[src/rtl/wbuserializer.sv]
// Codeword-to-printable-byte serializer with FIFO, line wrap,
// idle keep-alive and one-shot interrupt marker.
module wbuserializer #(
    parameter int         CW          = 36,
    parameter int         LGFIFO      = 4,
    parameter int         LINELEN     = 64,
    parameter int         IDLE_CYCLES = 1000,
    parameter logic [7:0] IDLE_CHAR   = 8'h2E,
    parameter logic [7:0] INT_CHAR    = 8'h21
) (
    input  logic              i_clk,
    input  logic              i_rst_n,
    input  logic              i_stb,
    input  logic [CW-1:0]     i_codword,
    input  logic              i_bus_busy,
    input  logic              i_int,
    output logic              o_stb,
    output logic [7:0]        o_char,
    input  logic              i_tx_busy,
    output logic              o_fifo_err,
    output logic [LGFIFO:0]   o_fifo_fill
);
    localparam int NCH   = CW / 6;
    localparam int KW    = (NCH > 1) ? $clog2(NCH) : 1;
    localparam int DEPTH = 1 << LGFIFO;
    localparam int FW    = LGFIFO + 1;
    localparam int IW    = $clog2(IDLE_CYCLES);
    localparam logic [KW-1:0] K_LAST   = KW'(NCH - 1);
    localparam logic [IW-1:0] I_LAST   = IW'(IDLE_CYCLES - 1);
    localparam logic [7:0]    COL_WRAP = 8'(LINELEN);
    localparam logic [7:0]    NL       = 8'h0A;

    typedef enum logic {BOUNDARY, WORD} state_t;

    function automatic logic [7:0] enc(input logic [5:0] s);
        logic [7:0] v;
        v = {2'b00, s};
        unique case (1'b1)
            (s < 6'd10):                enc = v + 8'h30;
            (s >= 6'd10 && s < 6'd36):  enc = v + 8'h37;
            (s >= 6'd36 && s < 6'd62):  enc = v + 8'h3D;
            (s == 6'd62):               enc = 8'h40;
            default:                    enc = 8'h25;
        endcase
    endfunction

    logic [CW-1:0]     mem [DEPTH];
    logic [LGFIFO-1:0] wr_ptr, rd_ptr;
    logic [LGFIFO:0]   fill;
    state_t            state;
    logic [KW-1:0]     k;
    logic [CW-1:0]     sreg;
    logic [7:0]        col, col_nx;
    logic [IW-1:0]     idle_cnt;
    logic              int_q, int_pending, cur_nl, cur_int;
    logic              go, accept, last, pend, int_rise;
    logic              fifo_empty, fifo_full, rd_en, wr_en;
    logic              idle_ok, idle_to;
    logic [CW-1:0]     rd_data;

    assign o_fifo_fill = fill;

    // "last" marks the cycle where a boundary decision may be taken
    always_comb begin
        go         = !i_tx_busy;
        accept     = o_stb && go;
        last       = (state == BOUNDARY) || (k == K_LAST);
        fifo_empty = (fill == '0);
        fifo_full  = (fill == FW'(DEPTH));
        int_rise   = i_int && !int_q;
        pend       = int_pending && !(accept && cur_int);
        col_nx     = col;
        if (accept)
            col_nx = cur_nl ? 8'd0 : ((col == 8'hFF) ? col : col + 8'd1);
        rd_data    = mem[rd_ptr];
        rd_en      = go && last && !pend && (col_nx < COL_WRAP) && !fifo_empty;
        wr_en      = i_stb && (!fifo_full || rd_en);
        idle_ok    = go && fifo_empty && (state == BOUNDARY) && !o_stb
                     && !i_bus_busy && !i_stb;
        idle_to    = idle_ok && (idle_cnt == I_LAST);
    end

    always_ff @(posedge i_clk) begin
        if (wr_en)
            mem[wr_ptr] <= i_codword;
    end

    always_ff @(posedge i_clk or negedge i_rst_n) begin
        if (!i_rst_n) begin
            wr_ptr      <= '0;
            rd_ptr      <= '0;
            fill        <= '0;
            o_fifo_err  <= 1'b0;
            int_q       <= 1'b0;
            int_pending <= 1'b0;
            col         <= '0;
            idle_cnt    <= '0;
        end else begin
            if (wr_en)
                wr_ptr <= wr_ptr + LGFIFO'(1);
            if (rd_en)
                rd_ptr <= rd_ptr + LGFIFO'(1);
            fill        <= fill + FW'(wr_en) - FW'(rd_en);
            o_fifo_err  <= i_stb && !wr_en;
            int_q       <= i_int;
            int_pending <= pend || int_rise;
            col         <= col_nx;
            if (accept || i_bus_busy || i_stb)
                idle_cnt <= '0;
            else if (idle_ok)
                idle_cnt <= idle_to ? '0 : idle_cnt + IW'(1);
        end
    end

    always_ff @(posedge i_clk or negedge i_rst_n) begin
        if (!i_rst_n) begin
            state   <= BOUNDARY;
            k       <= '0;
            sreg    <= '0;
            o_stb   <= 1'b0;
            o_char  <= '0;
            cur_nl  <= 1'b0;
            cur_int <= 1'b0;
        end else if (go) begin
            cur_nl  <= 1'b0;
            cur_int <= 1'b0;
            if (!last) begin
                o_stb  <= 1'b1;
                o_char <= enc(sreg[CW-1 -: 6]);
                sreg   <= sreg << 6;
                k      <= k + KW'(1);
            end else if (pend) begin
                state   <= BOUNDARY;
                o_stb   <= 1'b1;
                o_char  <= INT_CHAR;
                cur_int <= 1'b1;
            end else if (col_nx >= COL_WRAP) begin
                state  <= BOUNDARY;
                o_stb  <= 1'b1;
                o_char <= NL;
                cur_nl <= 1'b1;
            end else if (!fifo_empty) begin
                state  <= WORD;
                k      <= '0;
                o_stb  <= 1'b1;
                o_char <= enc(rd_data[CW-1 -: 6]);
                sreg   <= rd_data << 6;
            end else if (idle_to) begin
                state  <= BOUNDARY;
                o_stb  <= 1'b1;
                o_char <= (col_nx != 8'd0) ? NL : IDLE_CHAR;
                cur_nl <= (col_nx != 8'd0);
            end else begin
                state <= BOUNDARY;
                o_stb <= 1'b0;
            end
        end
    end
endmodule

[config.mk]
export PLATFORM = sky130hd
export DESIGN_NAME = wbuserializer
export DESIGN_NICKNAME = d
export VERILOG_FILES = /design/src/rtl/wbuserializer.sv
export SDC_FILE = /design/constraint.sdc
export NUM_CORES = 1
export LEC_CHECK = 0
export ABC_AREA = 1
export ABC_CLOCK_PERIOD_IN_PS = 5000
export BUFFER_PORTS_ARGS = -buffer_cell sky130_fd_sc_hd__buf_2
export CAP_MARGIN = 20
export CELL_PAD_IN_SITES_DETAIL_PLACEMENT = 1
export CELL_PAD_IN_SITES_GLOBAL_PLACEMENT = 1
export CORE_ASPECT_RATIO = 1.75
export CORE_MARGIN = 10
export CORE_UTILIZATION = 51
export DETAILED_ROUTE_END_ITERATION = 8
export HOLD_SLACK_MARGIN = 0.02
export PLACE_DENSITY_LB_ADDON = 0.25
export SLEW_MARGIN = 40
export SYNTH_ARGS = -nofsm -noshare
export SYNTH_HDL_FRONTEND = slang
export SYNTH_SLANG_ARGS = --single-unit
[constraint.sdc]
create_clock -name i_clk -period 5 [get_ports i_clk]
set_input_delay 0.5 -clock i_clk [delete_from_list [all_inputs] [get_ports i_clk]]
set_output_delay 0.5 -clock i_clk [all_outputs]
set_load 0.02 [all_outputs]
==> results of run 1 <==
## registers in the layout (all words and copies together) (netlist names)
name,flops
o_char,7
int_q,1
idle_cnt,10
state,1
k,3
int_pending,1
o_fifo_fill,5
cur_nl,1
wr_ptr,4
sreg,30
cur_int,1
rd_ptr,4
o_stb,1
o_fifo_err,1
mem,576
col,8
## logic make-up after synthesis
family,Yosys count,share of synthesized area (%)
adder cells (fa/ha/maj),29,1.416
other,1,0.01377
flip-flops,654,70.71
AO/OA/AOI/OAI,511,11.38
AND/OR/NAND/NOR,734,11.46
buffers and inverters,290,4.449
XOR/XNOR,18,0.5791
## per-layer routing
metal / global-route usage (%) / vias to the layer above
met5: 0 / -
met4: 12.38 / 2
met3: 3.394 / 182
met2: 44.17 / 592
met1: 27.68 / 9369
li1: - / 8128
## worst reg2reg max path, stage by stage, from the launching register on
cell	delay [ns]
dfrtp_4	0.81
buf_4	0.66
nand2_1	0.17
o211ai_1	0.12
nand3_1	0.10
nand3_1	0.12
nand2_2	0.17
nor2_2	0.19
nand3_1	0.11
nand2_2	0.10
nand2_4	0.08
fa_1	0.40
inv_1	0.07
nand2_1	0.07
nand2_1	0.08
nand2_1	0.08
xor2_1	0.14
nand2_1	0.07
o21ai_1	0.08
nand4_1	0.10
a21oi_1	0.15
## report_power, final
group	leakage, nW	internal (W)	switching, W
clock	0.903	0.00244	0.00198
combinational	3.69	0.00201	0.00495
sequential	6.18	0.00664	0.000446
total	10.8	0.0111	0.00738
## metrics by stage
stage               power [W]  setup WS (ns)  hold WS, ns  utilization (%)  cell area [um2]
floorplan             0.01165         0.9729       0.2044                -            27220
global placement      0.01374          1.236       0.4094            53.39            28350
detailed placement    0.01407          1.133       0.4268            53.39            28360
CTS                   0.01852          1.107       0.1501            56.93            30230
global route          0.01947         0.8135       0.1996            56.95            30240
finish                0.01847          1.069       0.1784            56.95            30250
## worst min path at each step
stage               depth (start not counted)  slack [ns]     endpoint
detailed placement                          1        0.43  int_pending
global route                                3        0.20   o_fifo_err
floorplan                                   0        0.20       col[0]
CTS                                         3        0.15   o_fifo_err
global placement                            1        0.41  int_pending
finish                                      3        0.18   o_fifo_err
## placed cells by master (no fill, tap or decap), types with 61 or more instances in the layout
master	instances
nor2_1	255
a21oi_1	64
inv_1	153
clkbuf_16	61
edfxtp_1	576
nand3_1	131
o221ai_1	103
nand2_1	265
dfrtp_1	74
o21ai_0	247
## cell type report
| type | instances | area share [%] |
|---|---|---|
| Antenna cell | 6 | 0.04964 |
| Clock buffer | 86 | 5.588 |
| Clock inverter | 22 | 0.5460 |
| Inverter | 163 | 2.052 |
| Multi-Input combinational cell | 1293 | 22.76 |
| Sequential cell | 654 | 63.67 |
| Tap cell | 684 | 2.829 |
| Timing Repair Buffer | 98 | 2.511 |
## timing repair
| item | CTS | global route |
|---|---|---|
| hold buffers | 2 | 0 |
| hold endpoints to repair | 24 | 0 |
| setup buffers | 0 | 0 |
==> impl_metrics.env, run 1 <==
export IMPL_outcome="complete, no violations"
export IMPL_path_buf_inv=2
export IMPL_fin_nets=2339
export IMPL_synth_common_cells="edfxtp_1, nor2_1, nand2_1"
export IMPL_cp_slowest_cell="dfrtp_4"
export IMPL_rows=112
export IMPL_cp_startpoint="rd_ptr[0]"
export IMPL_cp_data_arrival_time_ns=4.48
export IMPL_wl_per_cell_um=26.45
export IMPL_setup_tns_ns=0
export IMPL_critPathMaxStageDelay_ns=0.81
export IMPL_postSynthAreaPerCell_um2=12.17
export IMPL_ys_seq_elements=654
export IMPL_met3_length_um=3899
export IMPL_relSlewSlack_pct=40.44
export IMPL_cp_data_required_time_ns=5.55
export IMPL_fp_coreArea_um2=53110
export IMPL_avgViaCountPerCell=6.079
export IMPL_synth_top_area_share_pct=63.54
export IMPL_ant_nets=0
export IMPL_h_tree_depth=2
export IMPL_io_pin_count=57
export IMPL_totalWireLength_um=79500
export IMPL_syn_num_nets=2308
export IMPL_ys_flop_type="edfxtp_1"
export IMPL_synthToLayoutAreaGrowth_pct=11.11
export IMPL_seq_area_frac_synth_pct=70.71
export IMPL_power_density_nw_per_um2=610.5
export IMPL_cts_buffer_depth=3
export IMPL_async_flop_share_pct=11.93
export IMPL_placedCellCount=2890
export IMPL_synth_top_area_cell="edfxtp_1"
export IMPL_antenna_found_initial=8
export IMPL_synth_edff_count=576
export IMPL_gp_congestion=0.8181
export IMPL_cts_root_buf="clkbuf_16"
export IMPL_first_pass_iters=5
export IMPL_cts_buffers=58
export IMPL_max_freq_ghz=0.2544
export IMPL_r2r_end="o_char[4]"
export IMPL_vdd_ir_drop_max_mv=0.4993
export IMPL_post_synth_top_count_cell="edfxtp_1"
export IMPL_vias=18270
export IMPL_highest_layer="met5"
export IMPL_start_kind="register"
export IMPL_track_usage_pct=24.50
export IMPL_endpoint="o_char[4]"
export IMPL_reg2reg_depth=20
export IMPL_register_area_um2=19260
export IMPL_grt_max_degree=180
export IMPL_cap_violations=0
export IMPL_clock_latency_ns=0.63
export IMPL_period_share_pct=78.63
export IMPL_hpwl_um=45600
export IMPL_synth_cell_types=54
export IMPL_fillers=5347
export IMPL_port_buffers=55
export IMPL_grt_pass1_wl_um=119400
export IMPL_wl_met2_um=42520
export IMPL_cts_sinks=654
export IMPL_grt_pass1_vias=19680
export IMPL_cts_tree="yes"
export IMPL_wl_met1_um=29760
export IMPL_layout_cells_non_filler=3006
export IMPL_holdCritStartpoint="i_stb"
export IMPL_crit_family="simple AND/OR/NAND/NOR gates"
export IMPL_finalClockSkew_ns=0.02777
export IMPL_crit_chain="buf_4 > nand2_1 > o211ai_1 > nand3_1 > nand3_1 > nand2_2 > nor2_2 > nand3_1 > nand2_2 > nand2_4 > fa_1 > inv_1 > nand2_1 > nand2_1 > nand2_1 > xor2_1 > nand2_1 > o21ai_1 > nand4_1 > a21oi_1"
export IMPL_hold_viol=0
export IMPL_drc=0
export IMPL_critPathMaxFanout=58
export IMPL_cp_end_kind="register"
export IMPL_hp_class="input pin to register"
export IMPL_multi_input_area_um2=6884
export IMPL_r2r_slack_ns=1.07
export IMPL_path_clk_slew_ns=0.06
export IMPL_initial_utilization_pct=51.26
export IMPL_dieArea_um2=63390
export IMPL_fp_dieW_um=194.7
export IMPL_ys_warn_count=0
export IMPL_drive_gt1_share_pct=10.54
export IMPL_rsz0062_at_grt="no"
export IMPL_drt_iter0_markers=1424
export IMPL_synth_area_leaders="edfxtp_1, dfrtp_1, o21ai_0"
export IMPL_grt_ovfl_total=0
export IMPL_synthCells=2237
export IMPL_reg2reg_from="rd_ptr[0]"
export IMPL_die_y_um=325.6
export IMPL_postCtsResizedCells=0
export IMPL_slew_violations=0
export IMPL_crit_path_frequent_cell="nand2_1"
export IMPL_worstMarginPinSlew_ns=0.8933
export IMPL_setup_violations=0
export IMPL_criticalPathCategory="register to register"
export IMPL_syn_area_um2=27220
export IMPL_fin_crit_ns=3.931
export IMPL_cellLeakagePower_nw=10.77
export IMPL_crit_cells=20
(Power assumes the default switching activity.)
==> inputs of run 2 (changes only) <==
--- a/config.mk
+++ b/config.mk
@@ -6,14 +6,14 @@
 export NUM_CORES = 1
 export LEC_CHECK = 0
 export ABC_AREA = 1
-export ABC_CLOCK_PERIOD_IN_PS = 5000
+export ABC_CLOCK_PERIOD_IN_PS = 3300
 export BUFFER_PORTS_ARGS = -buffer_cell sky130_fd_sc_hd__buf_2
 export CAP_MARGIN = 20
 export CELL_PAD_IN_SITES_DETAIL_PLACEMENT = 1
 export CELL_PAD_IN_SITES_GLOBAL_PLACEMENT = 1
 export CORE_ASPECT_RATIO = 1.75
 export CORE_MARGIN = 10
-export CORE_UTILIZATION = 51
+export CORE_UTILIZATION = 46
 export DETAILED_ROUTE_END_ITERATION = 8
 export HOLD_SLACK_MARGIN = 0.02
 export PLACE_DENSITY_LB_ADDON = 0.25
==> constraint.sdc (replaced) <==
create_clock -name i_clk -period 3.3 [get_ports i_clk]
set_input_delay 0.33 -clock i_clk [delete_from_list [all_inputs] [get_ports i_clk]]
set_output_delay 0.33 -clock i_clk [all_outputs]
set_load 0.02 [all_outputs]
==> impl_metrics.env, run 2 (synthesized netlist as in run 1, its figures left out) <==
export IMPL_layout_common_cells="edfxtp_1, nand2_1, nor2_1, o21ai_0, inv_1"
export IMPL_vias=18610
export IMPL_cp_data_required_time_ns=3.60
export IMPL_p_switching_w=0.01170
export IMPL_cap_violations=0
export IMPL_synthToLayoutAreaGrowth_pct=15.26
export IMPL_clock_latency_ns=0.62
export IMPL_largest_reg_flops=576
export IMPL_first_pass_iters=5
export IMPL_io_pin_count=57
export IMPL_utilization_pct=53.72
export IMPL_r2r_end="mem[12][4]"
export IMPL_setup_violations=0
export IMPL_fin_crit_ns=3.219
export IMPL_min_to="mem[9][25]"
export IMPL_crit_path_frequent_cell="nor2_4"
export IMPL_holdCritStartpoint="i_codword[25]"
export IMPL_vdd_ir_drop_max_mv=0.5116
export IMPL_grt_max_degree=107
export IMPL_fp_dieW_um=203.9
export IMPL_finalClockSkew_ns=0.01308
export IMPL_hold_viol=0
export IMPL_reg2reg_depth=17
export IMPL_drive_gt1_share_pct=13.91
export IMPL_avgViaCountPerCell=5.881
export IMPL_antenna_found_initial=8
export IMPL_rsz0062_at_grt="yes"
export IMPL_gp_congestion=0.8420
export IMPL_wl_per_cell_um=26.13
export IMPL_cts_tree="yes"
export IMPL_drc=0
export IMPL_setup_tns_ns=0
export IMPL_worstMarginPinSlew_ns=0.8282
export IMPL_totalWireLength_um=82680
export IMPL_power_frac_comb_pct=40.3
export IMPL_drt_iter0_markers=1373
export IMPL_grt_pass1_wl_um=122600
export IMPL_power_density_nw_per_um2=944.1
export IMPL_layout_setup_ws_ns=0.08056
export IMPL_h_tree_depth=2
export IMPL_r2r_slack_ns=0.08
export IMPL_cp_end_kind="register"
export IMPL_p_int_w=0.01793
export IMPL_reg2reg_from="col[1]"
export IMPL_crit_family="simple AND/OR/NAND/NOR gates"
export IMPL_period_share_pct=97.56
export IMPL_critPathMaxFanout=22
export IMPL_slew_violations=0
export IMPL_hp_class="input pin to register"
export IMPL_crit_chain="ha_4 > nand3_4 > nor2_4 > nand2_2 > xnor2_2 > or2_1 > a22oi_2 > nand3_2 > nor2_4 > nand2_4 > nand3_4 > nand2_4 > buf_4 > clkinv_2 > nand2_2 > nor2_4 > buf_12"
export IMPL_cts_buffer_depth=3
export IMPL_grt_pass1_vias=20060
export IMPL_cts_buffers=58
export IMPL_relSlewSlack_pct=44.78
export IMPL_ant_nets=0
export IMPL_p_seq_share_pct=35.6
export IMPL_max_freq_ghz=0.3106
export IMPL_track_usage_pct=23.18
export IMPL_layout_cells_most_common="edfxtp_1"
export IMPL_cts_root_buf="clkbuf_16"
export IMPL_cp_data_arrival_time_ns=3.52
export IMPL_p_clk_share_pct=24.1
export IMPL_cellLeakagePower_nw=11.26
export IMPL_rows=117
export IMPL_largest_register="mem"
export IMPL_cts_sinks=654
export IMPL_cp_slowest_cell="dfrtp_1"
export IMPL_start_kind="register"
export IMPL_hpwl_um=48650
export IMPL_initial_utilization_pct=46.61
export IMPL_path_buf_inv=3
export IMPL_fp_coreArea_um2=58410
export IMPL_dieArea_um2=69700
export IMPL_swShare_pct=39.49
export IMPL_port_buffers=55
export IMPL_criticalPathCategory="register to register"
export IMPL_reg_largest_list="mem: 576 flops, sreg: 30 flops, idle_cnt: 10 flops"
export IMPL_pre_cts_ws_ns=-0.1228
export IMPL_fin_nets=2407
export IMPL_fillers=5877
export IMPL_critPathMaxStageDelay_ns=0.39
export IMPL_die_y_um=341.8
export IMPL_grt_ovfl_total=0
export IMPL_path_clk_slew_ns=0.07
export IMPL_outcome="complete, no violations"
export IMPL_hold_depth=1
==> run 2: timing repair <==
item / 4_1_cts / 5_1_grt
gates cloned: 0 / 5
hold buffers: 3 / 0
pin swaps: 1 / 16
buffers inserted: 2 / 13
setup endpoints to repair: 1 / 17
resized for setup: 4 / 42
hold endpoints to repair: 43 / 0
==> run 2: worst reg2reg max path: stages, from the launching register on <==
cell and delay, ns:
dfrtp_1 0.39, ha_4 0.17, nand3_4 0.09, nor2_4 0.14, nand2_2 0.08, xnor2_2 0.14, or2_1 0.24, a22oi_2 0.18
nand3_2 0.13, nor2_4 0.15, nand2_4 0.08, nand3_4 0.08, nand2_4 0.07, buf_4 0.18, clkinv_2 0.11, nand2_2 0.17
nor2_4 0.20, buf_12 0.27
==> run 2: routing by layer <==
layer  vias up  share of wire [%]  wire length (um)  global-route usage [%]
met1      9586                 37             30310                   26.08
li1       8270                  -                 -                       -
met2       569                 54             44470                   42.58
met3       178                5.4              4501                   3.397
met4         6                4.1              3363                   9.855
met5         -              0.041                34                       0
==> run 2: cell type report <==
| type | count | area, um2 | area share (%) |
|---|---|---|---|
| Tap cell | 773 | 967.2 | 3.082 |
| Clock buffer | 70 | 1518 | 4.837 |
| Inverter | 163 | 635.6 | 2.026 |
| Sequential cell | 654 | 19260 | 61.37 |
| Timing Repair inverter | 1 | 11.26 | 0.03589 |
| Multi-Input combinational cell | 1293 | 6990 | 22.28 |
| Antenna cell | 5 | 12.51 | 0.03987 |
| Timing Repair Buffer | 165 | 1520 | 4.845 |
| Clock inverter | 40 | 465.4 | 1.483 |
==> run 2: worst max path at each step <==
stage | startpoint | endpoint | slack [ns] | cells past startpoint
after global routing | col[1] | mem[12][5] | -0.09 | 17
after global placement | col[0] | o_fifo_fill[4] | -0.08 | 19
after detailed placement | col[0] | o_fifo_fill[4] | -0.12 | 19
final | col[1] | mem[12][4] | 0.08 | 17
after CTS | col[0] | o_fifo_fill[4] | 0.06 | 19
after floorplan | col[0] | mem[0][0] | -0.15 | 15
==> run 2: power groups by stage <==
stage                     clock (W)  sequential [W]  combinational (W)
after floorplan                   0          0.0106            0.00708
after global placement            0          0.0106             0.0109
after detailed placement          0          0.0107             0.0113
after CTS                   0.00726          0.0105             0.0115
after global routing        0.00757          0.0106             0.0130
final                       0.00715          0.0106             0.0119
==> run 2: per-stage QoR <==
| stage | total power [W] | hold slack [ns] | cells | instance area, um2 |
|---|---|---|---|---|
| 6_report | 0.02963 | 0.08875 | 3164 | 31380 |
| 5_1_grt | 0.03123 | 0.07365 | 3160 | 31370 |
| 4_1_cts | 0.02926 | 0.06290 | 3141 | 30990 |
| 3_5_place_dp | 0.02204 | 0.3755 | 3026 | 28960 |
| 3_3_place_gp | 0.02151 | 0.3695 | 3026 | 28960 |
| 2_1_floorplan | 0.01768 | 0.03441 | 2237 | 27280 |
